[src/rtl/machine_top_entity.sv]
// Accumulator machine: one 8-bit instruction per clock on a
// 12-bit accumulator plus a four-entry register file.
module machine_top_entity (
  input  logic        system1000,
  input  logic        system1000_rstn,
  input  logic [7:0]  x,
  output logic [11:0] result
);

  localparam logic [3:0] OP_NOP  = 4'h0;
  localparam logic [3:0] OP_LDI  = 4'h1;
  localparam logic [3:0] OP_SHLI = 4'h2;
  localparam logic [3:0] OP_ADDI = 4'h3;
  localparam logic [3:0] OP_SUBI = 4'h4;
  localparam logic [3:0] OP_AND  = 4'h5;
  localparam logic [3:0] OP_OR   = 4'h6;
  localparam logic [3:0] OP_XOR  = 4'h7;
  localparam logic [3:0] OP_ADD  = 4'h8;
  localparam logic [3:0] OP_SUB  = 4'h9;
  localparam logic [3:0] OP_ST   = 4'hA;
  localparam logic [3:0] OP_LD   = 4'hB;
  localparam logic [3:0] OP_NOT  = 4'hC;
  localparam logic [3:0] OP_SHL  = 4'hD;
  localparam logic [3:0] OP_SHR  = 4'hE;
  localparam logic [3:0] OP_CLR  = 4'hF;

  logic [11:0] acc;
  logic [11:0] acc_nxt;
  logic [11:0] rf [4];
  logic [3:0]  op;
  logic [3:0]  imm;
  logic [11:0] imm_ext;
  logic [1:0]  rsel;
  logic [11:0] rval;
  logic        big_sh;

  assign op      = x[7:4];
  assign imm     = x[3:0];
  assign imm_ext = {8'h00, imm};
  assign rsel    = x[1:0];
  assign rval    = rf[rsel];
  assign big_sh  = (imm >= 4'd12);
  assign result  = acc;

  always_comb begin
    acc_nxt = acc;
    unique case (op)
      OP_NOP:  acc_nxt = acc;
      OP_LDI:  acc_nxt = imm_ext;
      OP_SHLI: acc_nxt = {acc[7:0], imm};
      OP_ADDI: acc_nxt = acc + imm_ext;
      OP_SUBI: acc_nxt = acc - imm_ext;
      OP_AND:  acc_nxt = acc & rval;
      OP_OR:   acc_nxt = acc | rval;
      OP_XOR:  acc_nxt = acc ^ rval;
      OP_ADD:  acc_nxt = acc + rval;
      OP_SUB:  acc_nxt = acc - rval;
      OP_ST:   acc_nxt = acc;
      OP_LD:   acc_nxt = rval;
      OP_NOT:  acc_nxt = ~acc;
      OP_SHL:  acc_nxt = big_sh ? 12'h000 : (acc << imm);
      OP_SHR:  acc_nxt = big_sh ? 12'h000 : (acc >> imm);
      OP_CLR:  acc_nxt = 12'h000;
      default: acc_nxt = acc;
    endcase
  end

  always_ff @(posedge system1000 or negedge system1000_rstn) begin
    if (!system1000_rstn) begin
      acc <= 12'h000;
    end else begin
      acc <= acc_nxt;
    end
  end

  // ST writes the pre-edge ACC; CLR wipes every entry at once
  always_ff @(posedge system1000 or negedge system1000_rstn) begin
    if (!system1000_rstn) begin
      for (int i = 0; i < 4; i++) rf[i] <= 12'h000;
    end else if (op == OP_CLR) begin
      for (int i = 0; i < 4; i++) rf[i] <= 12'h000;
    end else if (op == OP_ST) begin
      rf[rsel] <= acc;
    end
  end

endmodule

[config.mk]
export PLATFORM = sky130hd
export DESIGN_NAME = machine_top_entity
export DESIGN_NICKNAME = d
export VERILOG_FILES = /design/src/rtl/machine_top_entity.sv
export SDC_FILE = /design/constraint.sdc
export NUM_CORES = 1
export LEC_CHECK = 0
export BUFFER_PORTS_ARGS = -buffer_cell sky130_fd_sc_hd__buf_4
export CORE_ASPECT_RATIO = 1.1
export CORE_UTILIZATION = 60
export DETAILED_ROUTE_END_ITERATION = 7
export PLACE_DENSITY = 0.87
export SLEW_MARGIN = 20
export SYNTH_ARGS = -nofsm -noshare
export SYNTH_HDL_FRONTEND = slang
export SYNTH_SLANG_ARGS = --single-unit
[constraint.sdc]
create_clock -name system1000 -period 6.1 [get_ports system1000]
set_clock_uncertainty 0.15 [all_clocks]
set_input_delay 0.305 -clock system1000 [delete_from_list [all_inputs] [get_ports system1000]]
set_output_delay 0.305 -clock system1000 [all_outputs]
set_load 0.01 [all_outputs]
# ---- Yosys cells after proc, flatten, opt, wreduce, memory -nomap -nowiden
# Index checks and enable logic that the tools add are counted.
dict set report totals {
  ff_bits 60
  latchBits 0
  mem_bits_rw 0
  mem_bits_ro 0
  in_bits 10
  out_inout_bits 12
  elab_cells 49
  n_memories 0
}
dict set report op_classes {
  add_sub_neg 4
  multipliers 0
  div_mod_pow 0
  order_cmp 3
  eq_ne 15
  shifts 2
  n_mux 11
  n_bitwise 5
  reduce_logical 4
}
# cell n
set ops {}
lappend ops {{12-bit one-hot mux with 14 select lines} 1}
lappend ops {{48-bit 2-to-1 mux} 2}
lappend ops {{12-bit 2-to-1 mux} 5}
lappend ops {{48-bit bitwise mux} 1}
lappend ops {{4-bit equality test (second input constant)} 8}
lappend ops {{12-bit binary-select mux with 2-bit select} 1}
lappend ops {{12-bit demux with 2-bit select} 1}
lappend ops {{4-bit by 3-bit equality test with 1-bit output (second input constant)} 4}
lappend ops {{12-bit adder} 1}
lappend ops {{12-bit by 4-bit adder with 12-bit output} 1}
lappend ops {{12-bit bitwise AND} 1}
lappend ops {{12-bit inverter} 1}
lappend ops {{12-bit bitwise OR} 1}
lappend ops {{12-bit by 4-bit left shift with 12-bit output} 1}
lappend ops {{12-bit by 4-bit right shift with 12-bit output} 1}
lappend ops {{12-bit subtractor} 1}
lappend ops {{12-bit by 4-bit subtractor with 12-bit output} 1}
lappend ops {{12-bit bitwise XOR} 1}
lappend ops {{4-bit by 2-bit equality test with 1-bit output (second input constant)} 2}
lappend ops {{4-bit by 1-bit equality test with 1-bit output (second input constant)} 1}
lappend ops {{4-bit greater-or-equal comparator (second input constant)} 1}
lappend ops {{4-bit logical NOT} 1}
lappend ops {{3-bit greater-or-equal comparator (second input constant)} 1}
lappend ops {{3-bit by 1-bit less-than comparator with 1-bit output (second input constant)} 1}
lappend ops {{4 further kinds} 4}

# ---- Depth between registers and ports, before layout
dict set report depth {
  ltp_word 8
  ltp_mapped 17
  depth_no_buf 16
}

# ---- Worst setup path before layout
# Ideal clock, no wire load.
dict set report synth_path {
  path_type {input -> register}
  start {input x[1]}
  end {register acc[11], in the netlist result[11]}
  arrival_ps 3965
  required_time_ps 5863
  slack_ps 1898
  path_stages 15
  path_cell_list {clkbuf_1 clkbuf_1 buf_1 clkbuf_1 inv_1 ha_1 nor2b_1 a21oi_1 a21oi_1 ha_1 nor2b_1 or4_1 o22ai_1 xnor3_1 o2111ai_2}
}
dict set report synth_via {
  elab_chain_len 6
  word_cells_on_any_way 17
  classes_between {add/sub (4); order compare (1); shift (2); mux (6); bitwise (4)}
}
# item line
set synth_rtl {}
lappend synth_rtl {{from (decl)} 6} ;# input logic [7:0] x,
lappend synth_rtl {{2-bit inverter with 3-bit output (not written as such)} 41} ;# assign rval = rf[rsel];
lappend synth_rtl {{12-bit binary-select mux with 2-bit select} 41}
lappend synth_rtl {{12-bit 2-to-1 mux (not written as such) (2 in a row)} 41}
lappend synth_rtl {{12-bit subtractor, or another cell as far along} 57} ;# OP_SUB: acc_nxt = acc - rval;
lappend synth_rtl {{12-bit one-hot mux with 14 select lines (*)} 47} ;# unique case (op)
lappend synth_rtl {{to (signal assigned)} 72} ;# acc <= acc_nxt;
lappend synth_rtl {{to (decl)} 27} ;# logic [11:0] acc;
# Every way passes the cells marked *; elsewhere a longest branch is shown, timed or not. The select of a mux whose other input is x is not followed.
# A chain may end at the register's enable or synchronous reset.

# ---- Final worst setup path
dict set report layout_path {
  start {input x[0]}
  end {register acc[11], in the netlist result[11]}
}
# The elaborated chain is that of the path after synthesis.

==> results.tsv <==
stage	metric	value	unit
status	status	completed	
synth	seq_area_frac_synth	26.4	%
cts	path_clk_slew	0.07	ns
min_path	hp-class	input port to flop	
placed_design	gp_congestion	1.05	
route	drc_errors	0	
cts	ctsResizeCount	0	
worst_setup_path	crit_path_max_fanout	41	
timing	min_period	4.24	ns
global_route	groute.usage.overall	38.5	%
finish	layout_commonest_cell	nand2_1	
die	row_count	36	
die	die_w	94.9	µm
die	die_h	104	µm
synth	netlist_top_cells_area	dfrtp_1 26%, a21oi_1 9.2%, nand2_1 9.0%, ha_1 9.0%, mux4_2 6.7%	
cts	post-cts-setup-buffers	0	
placed_design	port_buffers	21	
global_route	grt_overflow	0	
timing	fmax	0.236	GHz
synth	synth_area	5690	µm²
timing	tightest_slew	0.967	ns
finish	drive_above_1_share	10.5	%
die	num_io_pins	22	
finish	final_cell_mix	137 x nand2_1, 105 x a21oi_1, 63 x nor2_1	
worst_setup_path	crit_required	6.23	ns
synth	synth_edf_count	0	
timing	post-route-period-util	69.6	%
placed_design	place_inst	805	
route	wl_per_cell	21.9	µm
placed_design	dpl.hpwl	12500	µm
cts	htreeDepth	3	
cts	cts_root_buf	clkbuf_8	
worst_setup_path	ff2ff_setup_slack	2.02	ns
timing	final.setup.tns	0	ns
worst_setup_path	reg2regPathDepth	13	
synth	synth_top_area_share	26.4	%
worst_setup_path	worstPathArrival	4.38	ns
worst_setup_path	setup.worst_path.end	result[11]	
synth	yosysTopAreaCell	dfrtp_1	
timing	report.final.slew_viol_count	0	
cts	cts_buffer_depth	2	
worst_setup_path	path_class	input port to flop	
synth	synth_ff_type	dfrtp_1	
cts	cts_inserted_buffers	9	
die	core-area	9050	µm²
cts	cts_tree	done	
timing	rsz0062_at_grt	false	
finish	n_fill_cell	764	
global_route	grt_pass1_vias	5519	
synth	synthArstFlopShare	100	%
worst_setup_path	cp-startpoint	x[0]	
timing	hold_viol_final	0	
timing	setup-violations-final	0	
power	leakagePower	2.51	nW
worst_setup_path	r2r-start	rf[24]	
route	dr.pass1.iters	8	
power	power_density	269	nW/µm²
timing	slew_headroom	35.3	%
finish	layout.cells.non_filler	822	
route	routed_wl	18000	µm
cts	cts_sinks	60	
worst_setup_path	start_kind	input port	
global_route	grt_max_degree	61	
route	vias	5737	
power	ir_drop	0.240	mV
synth	synth_cell_types	66	
synth	synth_nets	780	
worst_setup_path	r2r_end	result[11]	
global_route	grt_pass1_wl	29000	µm
cts	clock_latency	0.36	ns
synth	avgSynthCellArea	7.82	µm²
global_route	antenna_found_initial	0	
route	vias_per_cell	6.98	
worst_setup_path	worst_setup_path_end_kind	flop	
die	initial_core_util	62.9	%
job	drv_cap	0	
die	dieArea	9880	µm²
synth	synth_cells	728	
finish	area_growth	5.83	%
route	drt-initial-drc-count	610	
finish	diodes	0	
finish	layout.nets	755	
synth	ys_ff_latch	60	
synth	ys_warn_count	0	
route	postRouteAntennaNets	0	
worst min-delay path by stage:
stage / start / end / slack [ns] / cells past startpoint
after CTS: x[3] / result[11] / 0.34 / 4
after floorplan: system1000_rstn / result[0] / -0.14 / 0
after global placement: system1000_rstn / rf[31] / 0.26 / 1
after global routing: x[7] / result[9] / 0.37 / 4
after detailed placement: system1000_rstn / rf[19] / 0.27 / 1
final: x[7] / result[9] / 0.36 / 4
repair_timing:
action,4_1_cts,5_1_grt
setup endpoints to repair,0,0
endpoints found under the hold margin,60,0
hold buffers,1,0
synthesized netlist by cell type (all sizes together) (4+ instances only):
library cell,count
a31oi,7
buf,8
a22oi,7
nor3,12
nand2,137
o21ai,22
mux4,19
a211oi,12
nand3,9
inv,33
mux2i,16
nand2b,7
o211ai,4
and2,7
mux2,7
o2bb2ai,4
o2111ai,4
or3,7
nor2b,7
clkbuf,52
xor2,4
xnor2,7
o221ai,4
o22ai,11
dfrtp,60
ha,41
a221oi,4
a21oi,105
nor2,64
o32ai,5
per-stage QoR:
| step | setup slack (ns) | instance area [µm²] | hold WS, ns | power, W | util, % |
|---|---|---|---|---|---|
| global placement | 1.57 | 5760 | 0.264 | 0.00112 | 63.7 |
| finish | 1.86 | 6020 | 0.364 | 0.00162 | 66.5 |
| floorplan | 1.90 | 5690 | -0.141 | 0.000961 | - |
| detailed placement | 1.51 | 5760 | 0.272 | 0.00115 | 63.7 |
| CTS | 1.89 | 6020 | 0.341 | 0.00160 | 66.5 |
| global route | 1.62 | 6020 | 0.368 | 0.00170 | 66.5 |
critical path: stages:
cell and delay (ns):
buf_4 0.47, mux4_1 0.75, or4_4 0.62, nor2_1 0.16, a31oi_1 0.12, xnor2_1 0.15, a21oi_1 0.09, ha_1 0.39
a21oi_1 0.16, nor2b_1 0.06, or4_1 0.39, o22ai_1 0.18, xnor3_1 0.35, o2111ai_2 0.16
registers in the layout, indices dropped and copies added, names as in the netlist:
name,flops
rf,48
result,12
final cells by class:
cell class	instances	area (µm²)	area share [%]
clock inverters	6	111	1.85
well taps	114	143	2.37
multi-input cells	574	3820	63.4
clock buffers	10	138	2.29
inverters	34	128	2.12
repair buffers	24	183	3.03
flip-flops and latches	60	1500	24.9
power by group:
group | switching (W) | leakage (nW) | internal [W]
logic | 0.000339 | 1.57 | 0.000262
clock network | 0.000170 | 0.122 | 0.000282
registers | 0.000126 | 0.818 | 0.000440
layer usage:
metal	track usage (%)	wire length (µm)	part of all wire [%]
met5	0	0	0
met3	7.31	1910	11
met1	51.0	6720	37
met2	59.5	8400	47
met4	19.8	960	5.3
cells by family after synthesis:
family                     count (synthesis)  synth area share (%)
buffers and inverters                     94                  6.55
muxes                                     42                  11.8
AOI/OAI and AO/OA                        214                  23.4
adders and majority gates                 42                  9.36
xor gates and xnor gates                  12                  2.09
DFF                                       60                  26.4
and+or+nand+nor                          264                  20.4
Note: power is estimated with default switching activity, not from simulation.
